--- src/rtl/alu_iter_sequencer.sv ---
// Shares one ALU between the EX stage and an iterative MULTU/DIVU engine.
// The engine takes the ALU for WIDTH add/sub steps, then updates HI/LO.
module alu_iter_sequencer #(
  parameter int unsigned WIDTH  = 32,
  parameter logic [3:0]  OP_ADD = 4'b0010,
  parameter logic [3:0]  OP_SUB = 4'b0110
) (
  input  logic             clk,
  input  logic             reset,
  input  logic             start,
  input  logic             op_div,
  input  logic [WIDTH-1:0] op_a,
  input  logic [WIDTH-1:0] op_b,
  input  logic [WIDTH-1:0] ex_a,
  input  logic [WIDTH-1:0] ex_b,
  input  logic [3:0]       ex_ctrl,
  output logic [WIDTH-1:0] ex_result,
  output logic             ex_zero,
  output logic [WIDTH-1:0] alu_a,
  output logic [WIDTH-1:0] alu_b,
  output logic [3:0]       alu_ctrl,
  input  logic [WIDTH-1:0] alu_result,
  input  logic             alu_zero,
  output logic             busy,
  output logic             done,
  output logic [WIDTH-1:0] hi,
  output logic [WIDTH-1:0] lo
);

  localparam int unsigned CW = (WIDTH > 1) ? $clog2(WIDTH) : 1;
  localparam logic [CW-1:0] LAST_ITER = CW'(WIDTH - 1);

  typedef enum logic [1:0] {
    S_IDLE,
    S_MUL,
    S_DIV,
    S_DONE
  } state_e;

  state_e           state_q, state_d;
  logic [CW-1:0]    cnt_q, cnt_d;
  logic [WIDTH-1:0] w_hi_q, w_hi_d;   // MULTU: P_hi / DIVU: remainder R
  logic [WIDTH-1:0] w_lo_q, w_lo_d;   // MULTU: P_lo (multiplier) / DIVU: quotient Q
  logic [WIDTH-1:0] opnd_q, opnd_d;   // MULTU: multiplicand / DIVU: divisor
  logic [WIDTH-1:0] hi_q, hi_d;
  logic [WIDTH-1:0] lo_q, lo_d;
  logic             busy_q, busy_d;
  logic             done_q, done_d;

  logic             mul_carry;
  logic [WIDTH:0]   div_rext;
  logic             div_take;
  logic [WIDTH-1:0] step_hi;
  logic [WIDTH-1:0] step_lo;

  // ALU results go straight back to EX; EX ignores them while stalled.
  assign ex_result = alu_result;
  assign ex_zero   = alu_zero;
  assign busy      = busy_q;
  assign done      = done_q;
  assign hi        = hi_q;
  assign lo        = lo_q;

  // One iteration of either algorithm, using the shared ALU's result.
  always_comb begin
    mul_carry = (alu_result < w_hi_q);
    div_rext  = {w_hi_q, w_lo_q[WIDTH-1]};
    div_take  = div_rext[WIDTH] | (div_rext[WIDTH-1:0] >= opnd_q);
    if (state_q == S_DIV) begin
      step_hi = div_take ? alu_result : div_rext[WIDTH-1:0];
      step_lo = {w_lo_q[WIDTH-2:0], div_take};
    end else if (w_lo_q[0]) begin
      step_hi = {mul_carry, alu_result[WIDTH-1:1]};
      step_lo = {alu_result[0], w_lo_q[WIDTH-1:1]};
    end else begin
      step_hi = {1'b0, w_hi_q[WIDTH-1:1]};
      step_lo = {w_hi_q[0], w_lo_q[WIDTH-1:1]};
    end
  end

  always_comb begin
    alu_a    = ex_a;
    alu_b    = ex_b;
    alu_ctrl = ex_ctrl;
    if (busy_q) begin
      alu_b = opnd_q;
      if (state_q == S_DIV) begin
        alu_a    = div_rext[WIDTH-1:0];
        alu_ctrl = OP_SUB;
      end else begin
        alu_a    = w_hi_q;
        alu_ctrl = OP_ADD;
      end
    end
  end

  always_comb begin
    // NOTE: every _d defaults to its _q first, so no path through the case leaves a latch.
    state_d = state_q;
    cnt_d   = cnt_q;
    w_hi_d  = w_hi_q;
    w_lo_d  = w_lo_q;
    opnd_d  = opnd_q;
    hi_d    = hi_q;
    lo_d    = lo_q;

    case (state_q)
      S_IDLE, S_DONE: begin
        if (start) begin
          state_d = op_div ? S_DIV : S_MUL;
          cnt_d   = '0;
          w_hi_d  = '0;
          w_lo_d  = op_div ? op_a : op_b;
          opnd_d  = op_div ? op_b : op_a;
        end else begin
          state_d = S_IDLE;
        end
      end
      S_MUL, S_DIV: begin
        w_hi_d = step_hi;
        w_lo_d = step_lo;
        cnt_d  = cnt_q + 1'b1;
        if (cnt_q == LAST_ITER) begin
          state_d = S_DONE;
          cnt_d   = '0;
          hi_d    = step_hi;
          lo_d    = step_lo;
        end
      end
      default: state_d = S_IDLE;
    endcase

    busy_d = (state_d == S_MUL) || (state_d == S_DIV);
    done_d = (state_d == S_DONE);
  end

  // NOTE: state registers use non-blocking assignment so all flops update from the same pre-edge values.
  always_ff @(posedge clk) begin
    if (reset) begin
      state_q <= S_IDLE;
      cnt_q   <= '0;
      w_hi_q  <= '0;
      w_lo_q  <= '0;
      opnd_q  <= '0;
      hi_q    <= '0;
      lo_q    <= '0;
      busy_q  <= 1'b0;
      done_q  <= 1'b0;
    end else begin
      state_q <= state_d;
      cnt_q   <= cnt_d;
      w_hi_q  <= w_hi_d;
      w_lo_q  <= w_lo_d;
      opnd_q  <= opnd_d;
      hi_q    <= hi_d;
      lo_q    <= lo_d;
      busy_q  <= busy_d;
      done_q  <= done_d;
    end
  end

endmodule
--- config.mk ---
export PLATFORM = sky130hd
export DESIGN_NAME = alu_iter_sequencer
export DESIGN_NICKNAME = d
export VERILOG_FILES = /design/src/rtl/alu_iter_sequencer.sv
export SDC_FILE = /design/constraint.sdc
export NUM_CORES = 1
export LEC_CHECK = 0
export ABC_AREA = 1
export BUFFER_PORTS_ARGS = -buffer_cell sky130_fd_sc_hd__clkbuf_2
export CAP_MARGIN = 20
export CORE_MARGIN = 2
export CORE_UTILIZATION = 35
export CTS_CLUSTER_SIZE = 10
export DETAILED_ROUTE_END_ITERATION = 8
export PLACE_DENSITY = 0.68
export SYNTH_ARGS = -nofsm -noshare
export SYNTH_HDL_FRONTEND = slang
export SYNTH_SLANG_ARGS = --single-unit
--- constraint.sdc ---
create_clock -name clk -period 4 [get_ports clk]
set_clock_uncertainty 0.1 [all_clocks]
set_input_delay 0.2 -clock clk [delete_from_list [all_inputs] [get_ports clk]]
set_output_delay 0.2 -clock clk [all_outputs]
set_load 0.05 [all_outputs]
==> results.tsv <==
metric	value	unit
fmax	0.2727	GHz
CTS tree	yes	
FFs w/ async S/R, synth	0	
mux cell area share after synthesis	0.003779	
total track usage	0.2328	
largest net degree at the start of global routing	87	
Synth Area in Compound Gates	0.2287	
r2r setup slk	0.33	ns
EDFF count, synth	0	
pwr dens	364.7	nW/um2
max_cap viols	0	
sequential area share after synthesis	0.3193	
synth warn	0	
simple-gate share of the synthesized area	0.2401	
global-route wire length before repair	58.02	mm
Critical Path RT	4.28	ns
setup tns final	0	ns
drt initial violations	1036	
GR Layer Usage met2	0.3861	
number of setup buffers added after CTS	0	
top cells by area, synth	dfxtp_1 (32%), nand2_1 (13%), ha_1 (7.9%)	
Die Y	178.0	um
post-cts gate resize count	0	
GRT busiest layer	met2	
final setup fails	0	
Startpoint Class	flop	
WL/cell	16.31	um
r2r worst-path depth	8	
share of cells above drive strength 1	0.2059	
initial antenna violation count	0	
routed vias/inst	5.211	
Sw Ratio	0.3784	
GPL Wtd Cong	0.8282	
switching pwr	1.904	mW
DRC	0	
clock root cell	clkbuf_16	
syn avg cell area	6.565	um2
adder-cell share of the synthesized area	0.07912	
Worst Setup SP	state_q[0]	
RSZ-0062 raised after global routing	no	
Final Hold Viols	0	
logic gate share of total power	0.301	
RR Startpoint	state_q[0]	
io pins	336	
CORE AREA	29720	um2
Leak Pwr	6.686	nW
Flop pwr share	0.358	
P_int	3.127	mW
Sinks on Clock Net	169	
Die Wd	178.0	um
Worst path max stage delay	0.66	ns
clock share of power	0.341	
Slew Viols, Final	0	
Setup WS pre-CTS	0.7920	ns
Routed Antenna Nets	0	
crit path cell chain	inv_1, ha_4, nand2_1, nor2_4, buf_4, nand2_1, a31oi_1, dlygate4sd3_1	
Critical Path Fanout Max	40	
status	completed	
worst IR drop on VDD	232.5	uV
dpl hpwl	26.85	mm
# rows	63	
Cell Area, Synth	10600	um2
Tcrit/Tclk final	0.9167	
GRT met1 Usage	0.3090	
combinational family with the most area after synthesis	simple AND/OR/NAND/NOR gates	
worst slew pin tran	0.9330	ns
most common cell after layout, fill and taps aside	nand2_1	
Inserted Diodes	0	
Arrival @ worst endpoint	3.95	ns
final-layout fill cell count	3042	
Synth area leader	dfxtp_1	
crit path kind	flop to flop	
setup ws final	0.3333	ns
vias in the first global route	11140	
most frequent cells in the layout	nand2_1 (367), clkbuf_2 (332), inv_1 (171)	
number of port buffers	333	
Syn Inst Count	1614	
Yosys cell types	37	
later-pin clock latency in the skew report	0.44	ns
effective utilization at floorplan	0.3565	
Top FF cell, synth	dfxtp_1	
Reg clk slew, reported paths	0.07	ns
min cycle time layout	3.667	ns
Synth Register Bits	169	
Mapped Nets	1850	
CTS buffer count	17	
Worst setup EP type	flop	
Clock Path Buffers	2	
synth-to-layout area growth	30.22	%
CP endpoint	opnd_q[4]	
FF-to-FF End	opnd_q[4]	
xor and xnor fraction of the mapped netlist area	0.0008266	
DRT Wirelength	38.13	mm
Total Nets Final	2171	
Crit-path slowest cell	nand2_1	
drt pass-1 iters	6	
met3 GRT Util	0.03815	
DR vias	12180	
Hold Crit Class	input pin to flop	
Die ar.	31680	um2
top cell type's share of synthesized area	0.3193	
CP most frequent cell	nand2_1	
hold_ws	0.02333	ns
remaining global-route overflow	0	
relative slew slack	0.3773	
htree depth	4	
-- worst min-delay path by stage --
stage	from	to	slack (ns)	cells past startpoint
after floorplan	op_a[30]	w_lo_q[30]	0.25	2
after global placement	alu_zero	ex_zero	0.30	0
after detailed placement	alu_zero	ex_zero	0.30	0
after CTS	op_b[31]	w_lo_q[31]	0.02	3
after global routing	op_b[31]	w_lo_q[31]	0.08	3
final	op_b[31]	w_lo_q[31]	0.02	3
-- final cells by class --
| class | count | area (um2) | share of cell area |
|---|---|---|---|
| multi-input cells | 1127 | 5888 | 0.4268 |
| clock inverters | 15 | 176.4 | 0.01279 |
| inverters | 176 | 663.1 | 0.04806 |
| well taps | 390 | 488.0 | 0.03537 |
| repair buffers | 444 | 2773 | 0.2010 |
| clock buffers | 17 | 425.4 | 0.03083 |
| flip-flops and latches | 169 | 3383 | 0.2452 |
-- sequential cells by signal, summed over array words and instances, names as in the netlist --
register / count
busy: 1
cnt_q: 5
done: 1
hi: 32
lo: 32
opnd_q: 32
state_q: 2
w_hi_q: 32
w_lo_q: 32
-- logic make-up (layout without fill, tap and decap cells) --
group                      Yosys count  after routing
DFF                                169            169
buffers and inverters              319            652
AOI/OAI and AO/OA                  426            426
xor gates and xnor gates             1              1
muxes                                4              4
adders and majority gates           67             67
and+or+nand+nor                    628            629
-- per-stage QoR --
| stage | area, um2 | power (mW) | util | cells |
|---|---|---|---|---|
| global route | 13800 | 5.280 | 0.4643 | 2338 |
| finish | 13800 | 5.031 | 0.4643 | 2338 |
| floorplan | 10600 | 2.858 | - | 1614 |
| detailed placement | 12210 | 3.240 | 0.4109 | 2209 |
| global placement | 12210 | 3.218 | 0.4109 | 2209 |
| CTS | 13760 | 5.050 | 0.4631 | 2336 |
-- power groups by stage --
stage | Combinational, mW | Sequential, mW | Clock [mW]
after floorplan | 1.04 | 1.82 | 0
after global placement | 1.38 | 1.84 | 0
after detailed placement | 1.40 | 1.84 | 0
after CTS | 1.50 | 1.80 | 1.75
after global routing | 1.66 | 1.81 | 1.82
final | 1.52 | 1.80 | 1.72
-- metal layers --
layer / routed length, um / vias up
li1: - / 6011
met5: 0 / -
met1: 16670 / 5552
met2: 17810 / 560
met3: 2924 / 61
met4: 721 / 0
-- worst max-delay path, delay by kind of cell, from the launching register on --
family	cells	cell delay [ns]
AO/OA/AOI/OAI	1	0.20
adder cells (fa/ha/maj)	1	0.51
buffers and inverters	3	1.10
flip-flops	1	0.32
AND/OR/NAND/NOR	3	1.38
-- cells in the mapped netlist (2+ instances only) --
| library cell | number |
|---|---|
| nor4_1 | 2 |
| buf_6 | 3 |
| inv_1 | 173 |
| clkbuf_1 | 76 |
| nor2_1 | 172 |
| ha_1 | 67 |
| o211ai_1 | 2 |
| buf_4 | 33 |
| o22ai_1 | 53 |
| dfxtp_1 | 169 |
| mux2i_1 | 4 |
| nand2_1 | 367 |
| a2bb2oi_1 | 2 |
| or2_2 | 8 |
| buf_2 | 11 |
| buf_1 | 20 |
| o21a_1 | 2 |
| a221oi_1 | 37 |
| a21oi_1 | 132 |
| o21ai_1 | 17 |
| o21ai_0 | 150 |
| nand3_1 | 36 |
| a41oi_1 | 6 |
| clkinv_1 | 2 |
| a31oi_1 | 21 |
| nor3_1 | 2 |
| nand4_1 | 36 |
| nand2_2 | 2 |
-- what timing repair did --
| item | CTS | global route |
|---|---|---|
| hold buffers | 95 | 0 |
| hold endpoints to repair | 64 | 0 |
| endpoints found under the setup margin | 0 | 1 |
Power figures use the tool's default switching activity.
